File: config.mk
export PLATFORM = sky130hd
export DESIGN_NAME = signed_fixed_point_qconv
export DESIGN_NICKNAME = d
export VERILOG_FILES = /design/src/rtl/fxp_pkg.sv /design/src/rtl/fxp_round_shift.sv /design/src/rtl/signed_fixed_point_qconv.sv
export SDC_FILE = /design/constraint.sdc
export NUM_CORES = 1
export LEC_CHECK = 0
export BUFFER_PORTS_ARGS = -buffer_cell sky130_fd_sc_hd__buf_2
export CAP_MARGIN = 20
export CORE_MARGIN = 3
export CORE_UTILIZATION = 55
export CTS_BUF_LIST = sky130_fd_sc_hd__clkbuf_4 sky130_fd_sc_hd__clkbuf_8
export DETAILED_ROUTE_END_ITERATION = 6
export PLACE_DENSITY_LB_ADDON = 0.08
export RECOVER_POWER = 25
export REMOVE_ABC_BUFFERS = 1
export SETUP_SLACK_MARGIN = 0.3
export SLEW_MARGIN = 40
export SYNTH_ARGS = -nofsm -noshare
export SYNTH_HDL_FRONTEND = slang
export SYNTH_SLANG_ARGS = --single-unit
File: constraint.sdc
create_clock -name clk -period 2 [get_ports clk]
set_input_delay 0.4 -clock clk [delete_from_list [all_inputs] [get_ports clk]]
set_output_delay 0.4 -clock clk [all_outputs]
set_load 0.005 [all_outputs]
File: src/rtl/fxp_pkg.sv
// Shared definitions for the signed fixed-point conversion path.
package fxp_pkg;

  // Rounding-mode encoding. Only round-to-nearest, ties toward +inf exists.
  localparam logic [1:0] RND_NEAREST_UP = 2'd0;

  // Signed saturation bounds for an N-bit two's-complement word.
  typedef struct packed {
    logic signed [63:0] max_v;
    logic signed [63:0] min_v;
  } fxp_limits_t;

  function automatic fxp_limits_t fxp_sat_limits(input int n);
    fxp_limits_t r;
    r.max_v = (64'sd1 <<< (n - 1)) - 64'sd1;
    r.min_v = -(64'sd1 <<< (n - 1));
    return r;
  endfunction

  // Binary-point shift: positive means move left (gain fraction bits).
  function automatic int fxp_shift(input int in_point, input int out_point);
    return out_point - in_point;
  endfunction

  // Width of the aligned S1 value; one guard bit above the input either way.
  function automatic int fxp_align_width(input int n_in, input int sh);
    return (sh >= 0) ? n_in + sh + 1 : n_in + 1;
  endfunction

endpackage

File: src/rtl/fxp_round_shift.sv
// Combinational binary-point alignment with round-to-nearest (ties to +inf).
// The shift direction and amount are fixed at elaboration.
module fxp_round_shift
  import fxp_pkg::*;
#(
  parameter int         N_IN      = 10,
  parameter int         IN_POINT  = 4,
  parameter int         OUT_POINT = 3,
  parameter logic [1:0] RND_MODE  = RND_NEAREST_UP,
  parameter int         W         = fxp_align_width(N_IN, fxp_shift(IN_POINT, OUT_POINT))
) (
  input  logic signed [N_IN-1:0] x_i,
  output logic signed [W-1:0]    y_o
);

  localparam int SH = fxp_shift(IN_POINT, OUT_POINT);

  generate
    if (SH >= 0) begin : g_left
      // Gaining fraction bits is exact: sign-extend, then shift.
      logic signed [W-1:0] x_ext;
      assign x_ext = W'(x_i);
      assign y_o   = x_ext <<< SH;
    end else begin : g_right
      // Dropping R fraction bits: add half an output LSB, then floor-shift.
      // The extra top bit keeps the add from overflowing at the extremes.
      localparam int R = -SH;
      localparam logic signed [N_IN:0] HALF =
        (RND_MODE == RND_NEAREST_UP) ? ((N_IN + 1)'(1) <<< (R - 1)) : '0;
      logic signed [N_IN:0] t;
      assign t   = (N_IN + 1)'(x_i) + HALF;
      assign y_o = W'(t >>> R);
    end
  endgenerate

endmodule

File: src/rtl/signed_fixed_point_qconv.sv
// Two-stage valid/ready Q-format converter: S1 aligns/rounds, S2 saturates.
// Also counts delivered saturated results.
module signed_fixed_point_qconv
  import fxp_pkg::*;
#(
  parameter int N_IN      = 10,
  parameter int IN_POINT  = 4,
  parameter int N_OUT     = 10,
  parameter int OUT_POINT = 3,
  parameter int CNT_W     = 16
) (
  input  logic                    clk,
  input  logic                    rst_n,
  input  logic                    in_valid,
  output logic                    in_ready,
  input  logic signed [N_IN-1:0]  in_data,
  output logic                    out_valid,
  input  logic                    out_ready,
  output logic signed [N_OUT-1:0] out_data,
  output logic                    out_sat,
  input  logic                    sat_clr,
  output logic [CNT_W-1:0]        sat_count
);

  localparam int                 SH    = fxp_shift(IN_POINT, OUT_POINT);
  localparam int                 W     = fxp_align_width(N_IN, SH);
  localparam fxp_limits_t        LIM   = fxp_sat_limits(N_OUT);
  localparam logic signed [63:0] MAX_L = LIM.max_v;
  localparam logic signed [63:0] MIN_L = LIM.min_v;

  logic                    adv1, adv2;
  logic signed [W-1:0]     aligned;

  logic                    s1_valid_q, s1_valid_d;
  logic signed [W-1:0]     s1_data_q,  s1_data_d;
  logic                    s2_valid_q, s2_valid_d;
  logic signed [N_OUT-1:0] s2_data_q,  s2_data_d;
  logic                    s2_sat_q,   s2_sat_d;
  logic signed [N_OUT-1:0] sat_data;
  logic                    sat_flag;
  logic [CNT_W-1:0]        sat_count_q, sat_count_d;

  fxp_round_shift #(
    .N_IN      (N_IN),
    .IN_POINT  (IN_POINT),
    .OUT_POINT (OUT_POINT),
    .RND_MODE  (RND_NEAREST_UP),
    .W         (W)
  ) u_round_shift (
    .x_i (in_data),
    .y_o (aligned)
  );

  // A stage may load when it is empty or its contents move on this cycle.
  assign adv2     = !s2_valid_q || out_ready;
  assign adv1     = !s1_valid_q || adv2;
  assign in_ready = adv1;

  // Clip the aligned value into the N_OUT range and flag any clipping.
  // NOTE: every output gets a default first so no path can infer a latch.
  always_comb begin
    sat_data = N_OUT'(s1_data_q);
    sat_flag = 1'b0;
    if (64'(s1_data_q) > MAX_L) begin
      sat_data = N_OUT'(MAX_L);
      sat_flag = 1'b1;
    end else if (64'(s1_data_q) < MIN_L) begin
      sat_data = N_OUT'(MIN_L);
      sat_flag = 1'b1;
    end
  end

  // Pipeline next state: each stage loads on advance, otherwise holds.
  always_comb begin
    s1_valid_d = s1_valid_q;
    s1_data_d  = s1_data_q;
    s2_valid_d = s2_valid_q;
    s2_data_d  = s2_data_q;
    s2_sat_d   = s2_sat_q;
    if (adv1) begin
      s1_valid_d = in_valid;
      s1_data_d  = aligned;
    end
    if (adv2) begin
      s2_valid_d = s1_valid_q;
      s2_data_d  = sat_data;
      s2_sat_d   = sat_flag;
    end
  end

  // Saturation counter: clear wins, otherwise count delivered clips, sticky at max.
  always_comb begin
    sat_count_d = sat_count_q;
    if (sat_clr) begin
      sat_count_d = '0;
    end else if (out_valid && out_ready && out_sat && (sat_count_q != '1)) begin
      sat_count_d = sat_count_q + CNT_W'(1);
    end
  end

  // State registers for both stages and the counter.
  // NOTE: sequential state uses non-blocking assignments so stages update together.
  // NOTE: datapath registers are reset as well, so out_data reads 0 after reset.
  always_ff @(posedge clk or negedge rst_n) begin
    if (!rst_n) begin
      s1_valid_q  <= 1'b0;
      s1_data_q   <= '0;
      s2_valid_q  <= 1'b0;
      s2_data_q   <= '0;
      s2_sat_q    <= 1'b0;
      sat_count_q <= '0;
    end else begin
      s1_valid_q  <= s1_valid_d;
      s1_data_q   <= s1_data_d;
      s2_valid_q  <= s2_valid_d;
      s2_data_q   <= s2_data_d;
      s2_sat_q    <= s2_sat_d;
      sat_count_q <= sat_count_d;
    end
  end

  assign out_valid = s2_valid_q;
  assign out_data  = s2_data_q;
  assign out_sat   = s2_sat_q;
  assign sat_count = sat_count_q;

endmodule

==> reports/metrics.cfg, run 1 <==
[synth]
syn_inst=186
synthAdderAreaFrac_pct=1.306
avgSynthCellArea_sq_um=10.30
netlist_area_sq_um=1916
synth_top_family_by_area=simple AND/OR/NAND/NOR gates
synth-compound-area-share_pct=11.04
synth-seq-area-share_pct=50.95
yosysWarnings=0
synthSimpleGateAreaFrac_pct=22.99
ys_types=32
synth_seq_cells=39
synth_mux_area_share_pct=7.642
synth_xor_area_share_pct=3.658

[power]
intPower_mw=1.155
switchingPower_mw=0.3919
switching_share_pct=25.34
cellPowerDensity_nw_per_um2=584.7
combPwrFrac_pct=12.6
p_clk_share_pct=30.4
max-vdd-ir-drop_v=0.0007151
seqPwrFrac_pct=57.0
p_leak_nw=1.143

[global_route]
grt-ovfl-total=0
grt_usage_pct=24.69
grt_max_degree=40
grt_pass1_wl_um=7983
antenna_found_initial=0
grt_pass1_vias=1791

[clock_tree]
path_clk_slew_ns=0.12
insertion_delay_ns=0.35
cts_buffers=5
cts_buffer_depth=2
ctsHoldBuffers=0
root_buffer=clkbuf_4
tritoncts=yes
clock-sinks=39
htreeDepth=2

[die]
dieArea_sq_um=4227
die_w_um=65.02
pin_count=44
rows=20
die_h_um=65.02
coreArea_sq_um=3178
initial_core_util_pct=60.28

[cells_and_area]
final_cell_mix=buf_2, dfrtp_1, buf_4, a21oi_1, mux2_2
finalNonFillerCells=307
multiInputGateArea_sq_um=1044
fill_cells=188
seq_area_sq_um=982.2
final_common_cell=buf_2
drive_gt1_share_pct=49.81
area_growth_pct=38.08
num-nets-final=279
diodes=0
finish.utilization_pct=83.23

[detailed_routing]
ant_nets=0
drtIter0Drc=334
drt-wirelength-per-cell_um=18.14
drtPass1Iterations=5
dr_total_vias=1973
drc_errors=0
wl_um=5570
drt-vias-per-instance=6.427

[timing]
tightest_slew_ns=0.9370
relSlewSlack_pct=37.54
setup_tns_ns=0
whs_ns=0.2281
finalCriticalPeriod_ns=1.818
clock_skew_ns=0.005013
period_share_pct=90.89
setup-violations-final=0
rsz0062_at_grt=yes
hold_viol=0
max_freq_ghz=0.5501
drv_slew=0

[setup_path]
path_cells=ha_4 -> nand3_2 -> or3_4 -> or4_4 -> a21oi_2
cp-start-kind=flip-flop
critPathKind=reg2reg
end_kind=flip-flop
worstPathRequired_ns=2.29
rr_endpoint=sat_count[12]
slowest_delay_ns=0.49
slowest_stage=or4_4
cp-startpoint=sat_count[1]
crit_path_end=sat_count[12]
regToRegSetupSlack_ns=0.18
reg2regPathDepth=5
worstPathMaxFanout=4
timing.rr.start=sat_count[1]
arrival_ns=2.10

[status]
status=complete, no violations

[placed_design]
dp_hpwl_um=3050
gp_congestion=0.8529
port_buffers=43
dp.cells=275

[hold_path]
min_path_type=in2reg
min_from=in_valid

[run]
cap_violations=0

[routing by layer]
metal  vias to the layer above  wire [um]  track usage (%)
li1                        854          -                -
met1                       922       2069            28.05
met2                       161       2698            44.57
met3                        36        596            6.412
met4                         0        205            8.549
met5                         -          0                0
[through the flow]
step	worst slack [ns]	total power, mW	area (sq um)
final	0.1822	1.547	2645
after global routing	0.1449	1.622	2645
after CTS	0.2224	1.560	2499
after detailed placement	0.06862	1.091	2226
after global placement	0.1729	1.081	2226
after floorplan	0.04526	0.9819	1888
[how the worst min path moves through the flow]
stage / to / cells past startpoint
after floorplan: out_data[0] / 0
after global placement: out_valid / 1
after detailed placement: out_valid / 1
after CTS: sat_count[2] / 2
after global routing: s1_valid_q / 2
final: s1_valid_q / 2
[synth_stat cells]
cell,number,share of area [%]
o31ai_1,8,3.1
buf_2,1,0.26
inv_1,5,0.98
nor2_1,10,2.0
mux2_2,13,7.6
nand2b_1,2,0.65
nand2_1,10,2.0
and3_1,1,0.33
nand4_1,6,2.0
buf_1,1,0.20
or2_2,1,0.33
or4_1,9,3.5
nand3b_1,1,0.39
or3_1,3,0.98
and2_1,1,0.33
o21ai_0,6,1.6
dfrtp_1,39,51
o211ai_1,1,0.39
and4_1,6,2.7
or3_4,1,0.59
nor4_1,3,0.98
nand4_2,1,0.65
nand3_1,9,2.4
a21oi_1,21,5.5
nor2b_1,3,0.98
xor2_1,3,1.4
xnor2_1,5,2.3
ha_1,2,1.3
or3b_2,1,0.46
nor3_1,7,1.8
clkbuf_1,5,0.98
o41ai_1,1,0.46
[cell families after synthesis]
| kind of cell | after synthesis |
|---|---|
| AO/OA/AOI/OAI | 37 |
| flip-flops | 39 |
| XOR/XNOR | 8 |
| buffers and inverters | 12 |
| multiplexers | 13 |
| AND/OR/NAND/NOR | 75 |
| adder cells (fa/ha/maj) | 2 |
[power by group through the flow]
stage / clock, mW / combinational [mW] / sequential, mW
global route: 0.511 / 0.219 / 0.892
floorplan: 0 / 0.0851 / 0.897
CTS: 0.479 / 0.198 / 0.883
finish: 0.470 / 0.194 / 0.882
detailed placement: 0 / 0.193 / 0.898
global placement: 0 / 0.188 / 0.893
[cell type report]
class / instances / share of cell area [%]
clock buffer: 7 / 2.460
timing repair buffer: 75 / 17.88
multi-input combinational: 136 / 39.45
tap: 44 / 2.081
clock inverter: 1 / 0.2838
inverter: 5 / 0.7096
sequential: 39 / 37.13
[flip-flops by register name (all words and copies together), names as in the netlist]
| signal | flops |
|---|---|
| s1_valid_q | 1 |
| out_sat | 1 |
| out_data | 10 |
| s1_data_q | 10 |
| out_valid | 1 |
| sat_count | 16 |
[critical path: cells and delay by family (launching register included)]
family,cells,cell delay [ns]
simple gates,3,0.99
flops,1,0.43
compound gates,1,0.15
fa+ha+maj,1,0.18
[timing repair]
action | 4_1_cts | 5_1_grt
gates resized for setup | 25 | 14
pin swaps | 11 | 9
endpoints found under the setup margin | 15 | 13
setup buffers | 13 | 10
cloned | 0 | 1
(Power assumes the default switching activity.)
==> run 2: changes to the inputs <==
--- a/config.mk
+++ b/config.mk
@@ -8,7 +8,7 @@
 export BUFFER_PORTS_ARGS = -buffer_cell sky130_fd_sc_hd__buf_2
 export CAP_MARGIN = 20
 export CORE_MARGIN = 3
-export CORE_UTILIZATION = 55
+export CORE_UTILIZATION = 35
 export CTS_BUF_LIST = sky130_fd_sc_hd__clkbuf_4 sky130_fd_sc_hd__clkbuf_8
 export DETAILED_ROUTE_END_ITERATION = 6
 export PLACE_DENSITY_LB_ADDON = 0.08
==> reports/metrics.cfg, run 2 (synthesized netlist as in run 1, its figures left out) <==
[placed_design]
dp_slack_ns=0.09422  ; +0.02560 ns
dp.cells=311  ; +13%
gp_congestion=0.7800  ; -8.5%
dp_hpwl_um=3323  ; +8.9%
port_buffers=43  ; unchanged

[clock_tree]
path_clk_slew_ns=0.08  ; -0.04 ns
tritoncts=yes
insertion_delay_ns=0.29  ; -0.06 ns
cts_buffers=5  ; unchanged
root_buffer=clkbuf_8
cts_buffer_depth=2  ; unchanged
htreeDepth=2  ; unchanged
clock-sinks=39  ; unchanged
ctsHoldBuffers=0  ; unchanged

[detailed_routing]
drtIter0Drc=53  ; -84%
drt-wirelength-per-cell_um=14.38  ; -21%
wl_um=4803  ; -14%
drtPass1Iterations=4  ; -1
ant_nets=0  ; unchanged
drt-vias-per-instance=5.111  ; -20%
drc_errors=0  ; unchanged
dr_total_vias=1707  ; -13%

[setup_path]
arrival_ns=2.04  ; -0.06 ns
rr_endpoint=sat_count[14]
critPathKind=reg2reg
path_cells=ha_4 -> nand2_2 -> or4_4 -> or4_4 -> a21oi_2
cpMostUsedCell=or4_4
critPathTopFamily=simple AND/OR/NAND/NOR gates
cp-start-kind=flip-flop
timing.rr.start=sat_count[0]
end_kind=flip-flop
slowest_delay_ns=0.53  ; +0.04 ns
slowest_stage=or4_4
regToRegSetupSlack_ns=0.19  ; about the same
crit_cells=5  ; unchanged
reg2regPathDepth=5  ; unchanged
worstPathMaxFanout=5  ; +1
worstPathRequired_ns=2.23  ; -0.06 ns
critPathBufInv=0  ; unchanged

[power]
cellPowerDensity_nw_per_um2=621.7  ; +6.3%
p_leak_nw=1.145  ; +0.12%
max-vdd-ir-drop_v=0.0004138  ; -42%
finalPower_mw=1.650  ; +6.7%

[timing]
clock_skew_ns=0.004171  ; -0.0008422 ns
setup-violations-final=0  ; unchanged
relSlewSlack_pct=20.80  ; -17 points
fin_ws_ns=0.1894  ; +0.007132 ns
hold_viol=0  ; unchanged
tightest_slew_ns=1.188  ; +0.2510 ns
period_share_pct=90.53  ; -0.36 points
finalCriticalPeriod_ns=1.811  ; -0.007132 ns
max_freq_ghz=0.5523  ; +0.39%
rsz0062_at_grt=yes
setup_tns_ns=0  ; unchanged
drv_slew=0  ; unchanged

[run]
cap_violations=0  ; unchanged

[global_route]
grt_max_degree=23  ; -43%
grt_usage_pct=15.84  ; -8.8 points
antenna_found_initial=0  ; unchanged
grt-ovfl-total=0  ; unchanged
grt_pass1_vias=1666  ; -7.0%
grt_pass1_wl_um=7831  ; -1.9%

[die]
pin_count=44  ; unchanged
dieArea_sq_um=6397  ; +51%
initial_core_util_pct=36.80  ; -23 points
die_h_um=79.98  ; +23%
die_w_um=79.98  ; +23%
rows=26  ; +30%
coreArea_sq_um=5205  ; +64%

[cells_and_area]
final_cell_mix=buf_2, dfrtp_1, buf_4, a21oi_1, mux2_2
drive_gt1_share_pct=46.97  ; -2.8 points
area_growth_pct=38.54
diodes=0  ; unchanged
finalNonFillerCells=334  ; +8.8%
final_common_cell=buf_2
largest_reg_flops=16  ; unchanged
num-nets-final=280  ; +0.36%

[hold_path]
hold_depth=2  ; unchanged
holdPathEnd=s1_valid_q
min_from=in_valid
min_path_type=in2reg

[status]
status=complete, no violations

run 2: changes by cell type in the layout (fill, tap and decap cells not counted), moves of 2 or more:
cell,delta
nand3_2,-3
dfrtp_1,+2
dfrtp_2,-2
clkbuf_4,-5
clkbuf_1,+2
nand3_1,+3
clkbuf_8,+4
buf_4,+3
run 2: worst max-delay path by stage:
stage | from | end
2_1_floorplan | out_ready | s1_data_q[0]
3_3_place_gp | out_ready | sat_count[13]
3_5_place_dp | out_ready | sat_count[13]
4_1_cts | sat_count[5] | sat_count[14]
5_1_grt | sat_count[1] | sat_count[14]
6_report | sat_count[0] | sat_count[14]
run 2: area by class of cell:
type / count / area, sq um
Clock inverter: 2 / 16.27
Sequential cell: 39 / 979.7
Tap cell: 70 / 87.58
Inverter: 5 / 18.77
Fill cell: 504 / 2551
Timing Repair Buffer: 77 / 473.0
Clock buffer: 6 / 82.58
Multi-Input combinational cell: 135 / 996.0
run 2: routing by layer:
metal | global-route usage (%) | vias up | part of all wire [%]
li1 | - | 842 | -
met1 | 19.32 | 830 | 46
met2 | 26.90 | 33 | 48
met3 | 4.853 | 2 | 4.8
met4 | 4.392 | 0 | 0.67
met5 | 0 | - | 0
run 2: power by group:
| part | internal (mW) | leakage, nW | switching, mW | total, mW |
|---|---|---|---|---|
| combinational | 0.0984 | 0.613 | 0.0959 | 0.194 |
| clock | 0.282 | 0.0474 | 0.293 | 0.575 |
| sequential | 0.851 | 0.484 | 0.0296 | 0.881 |
| total | 1.23 | 1.14 | 0.419 | 1.65 |
run 2: repair_timing:
item | CTS | global route
endpoints found under the setup margin | 14 | 14
gates resized for setup | 15 | 15
hold endpoints to repair | 0 | 0
pin swaps | 15 | 10
buffers inserted | 12 | 3
run 2: per-stage QoR:
stage          util [%]  area [sq um]  hold slack, ns
4_1_cts           49.71          2587         0.07471
6_report          50.99          2654          0.2954
2_1_floorplan         -          1888          0.1044
3_3_place_gp      44.83          2333          0.3970
5_1_grt           50.99          2654          0.2935
3_5_place_dp      44.83          2333          0.3953
==> run 3: changes to the inputs <==
==> constraint.sdc (replaced) <==
create_clock -name clk -period 2 [get_ports clk]
set_input_delay 0 -clock clk [delete_from_list [all_inputs] [get_ports clk]]
set_output_delay 0 -clock clk [all_outputs]
set_load 0.005 [all_outputs]
==> reports/metrics.cfg, run 3 (synthesized netlist as in run 1, its figures left out) <==
[setup_path]
arrival_ns=1.98  ; -0.06 ns
critPathTopFamily=simple AND/OR/NAND/NOR gates
critPathKind=reg2reg
crit_cells=5  ; unchanged
worstPathMaxFanout=4  ; -1
path_cells=ha_4 -> nand3_2 -> or3_4 -> or4_4 -> a21oi_2
slowest_delay_ns=0.49  ; -0.04 ns
slowest_stage=or4_4
worstPathRequired_ns=2.22  ; about the same
critPathBufInv=0  ; unchanged
reg2regPathDepth=5  ; unchanged
cp-start-kind=flip-flop
end_kind=flip-flop

[global_route]
grt-ovfl-total=0  ; unchanged
antenna_found_initial=0  ; unchanged
grt_pass1_wl_um=7693  ; -1.8%
grt_usage_pct=15.18  ; -0.66 points
grt_max_degree=40  ; +74%
grt_pass1_vias=1675  ; +0.54%

[cells_and_area]
drive_gt1_share_pct=45.08  ; -1.9 points
largest_reg_flops=16  ; unchanged
area_growth_pct=37.62
diodes=0  ; unchanged
finalNonFillerCells=334  ; unchanged
fin_area_sq_um=2636  ; -0.66%
final_cell_mix=buf_2, dfrtp_1, buf_4, a21oi_1, mux2_2
final_common_cell=buf_2
num-nets-final=280  ; unchanged

[timing]
finalCriticalPeriod_ns=1.756  ; -0.05475 ns
whs_ns=0.04077  ; -0.2546 ns
drv_slew=0  ; unchanged
setup-violations-final=0  ; unchanged
clock_skew_ns=0.007063  ; +0.002892 ns
hold_viol=0  ; unchanged
rsz0062_at_grt=yes
setup_tns_ns=0  ; unchanged
period_share_pct=87.79  ; -2.7 points
tightest_slew_ns=0.9693  ; -0.2187 ns
max_freq_ghz=0.5695  ; +3.1%
fin_ws_ns=0.2441  ; +0.05475 ns
relSlewSlack_pct=35.38  ; +15 points

[placed_design]
dp.cells=302  ; -2.9%
gp_congestion=0.7795  ; about the same
dp_hpwl_um=2994  ; -9.9%
port_buffers=43  ; unchanged
dp_slack_ns=0.09842  ; +0.004199 ns
place_area_sq_um=2268  ; -2.8%

[power]
max-vdd-ir-drop_v=0.0004129  ; -0.24%
cellPowerDensity_nw_per_um2=629.1  ; +1.2%
p_leak_nw=1.134  ; -0.93%

[die]
dieArea_sq_um=6397  ; unchanged
pin_count=44  ; unchanged
rows=26  ; unchanged
initial_core_util_pct=36.80  ; unchanged
coreArea_sq_um=5205  ; unchanged
die_w_um=79.98  ; unchanged
die_h_um=79.98  ; unchanged

[hold_path]
min_path_type=in2reg
hold_depth=3  ; +1

[detailed_routing]
ant_nets=0  ; unchanged
wl_um=4678  ; -2.6%
drc_errors=0  ; unchanged
dr_total_vias=1745  ; +2.2%
drt-wirelength-per-cell_um=14.01  ; -2.6%
drtPass1Iterations=4  ; unchanged
drt-vias-per-instance=5.225  ; +2.2%
drtIter0Drc=45  ; -15%

[clock_tree]
cts_buffer_depth=2  ; unchanged
path_clk_slew_ns=0.09  ; about the same
root_buffer=clkbuf_8
clock-sinks=39  ; unchanged
htreeDepth=2  ; unchanged
tritoncts=yes
insertion_delay_ns=0.29  ; about the same
cts_buffers=5  ; unchanged

[run]
cap_violations=0  ; unchanged

[status]
status=complete, no violations

==> run 3: routing by layer <==
metal  wire length, um  share of wire, %  track usage, %  vias to the layer above
li1                  -                 -               -                      844
met1              2057                44           18.47                      841
met2              2281                49           26.41                       53
met3               272               5.8           3.612                        7
met4                66               1.4           4.561                        0
met5                 0                 0               0                        -
==> run 3: layout make-up <==
type                       count  area (sq um)
sequential                    39         984.7
clock buffer                   6         82.58
inverter                       5         18.77
tap                           70         87.58
clock inverter                 2         16.27
multi-input combinational    136         968.4
fill                         517          2569
timing repair buffer          76         478.0
==> run 3: power by group <==
part           internal, mW  switching [mW]  total [mW]
Sequential            0.851          0.0298       0.881
Clock                 0.282           0.301       0.583
Combinational         0.101          0.0930       0.194
Total                  1.23           0.424        1.66
==> run 3: final timing paths <==
| kind | start | endpoint | slack [ns] |
|---|---|---|---|
| max | sat_count[1] | sat_count[12] | 0.24 |
| min | in_data[2] | s1_data_q[1] | 0.04 |
| max reg2reg | sat_count[1] | sat_count[12] | 0.24 |
| min reg2reg | out_data[9] | out_data[9] | 0.48 |
| max in group asynchronous | rst_n | sat_count[2] | 0.94 |
| min in group asynchronous | rst_n | out_valid | 0.39 |
==> run 3: worst min-delay path, cell delays in order <==
cell,delay (ns)
buf_2,0.12
xnor2_1,0.12
a21oi_1,0.06
==> run 3: per-stage QoR <==
stage                     power, mW  util (%)
after floorplan              0.9819         -
after global placement        1.088     43.53
after detailed placement      1.091     43.58
after CTS                     1.685     49.71
after global routing          1.745     50.65
final                         1.658     50.65
==> run 3: repair_timing <==
item / 4_1_cts / 5_1_grt
pin swaps: 11 / 5
hold buffers: 3 / 0
hold endpoints to repair: 41 / 0
resized for setup: 17 / 8
setup buffers: 18 / 2
endpoints found under the setup margin: 13 / 15
gates cloned: 0 / 1
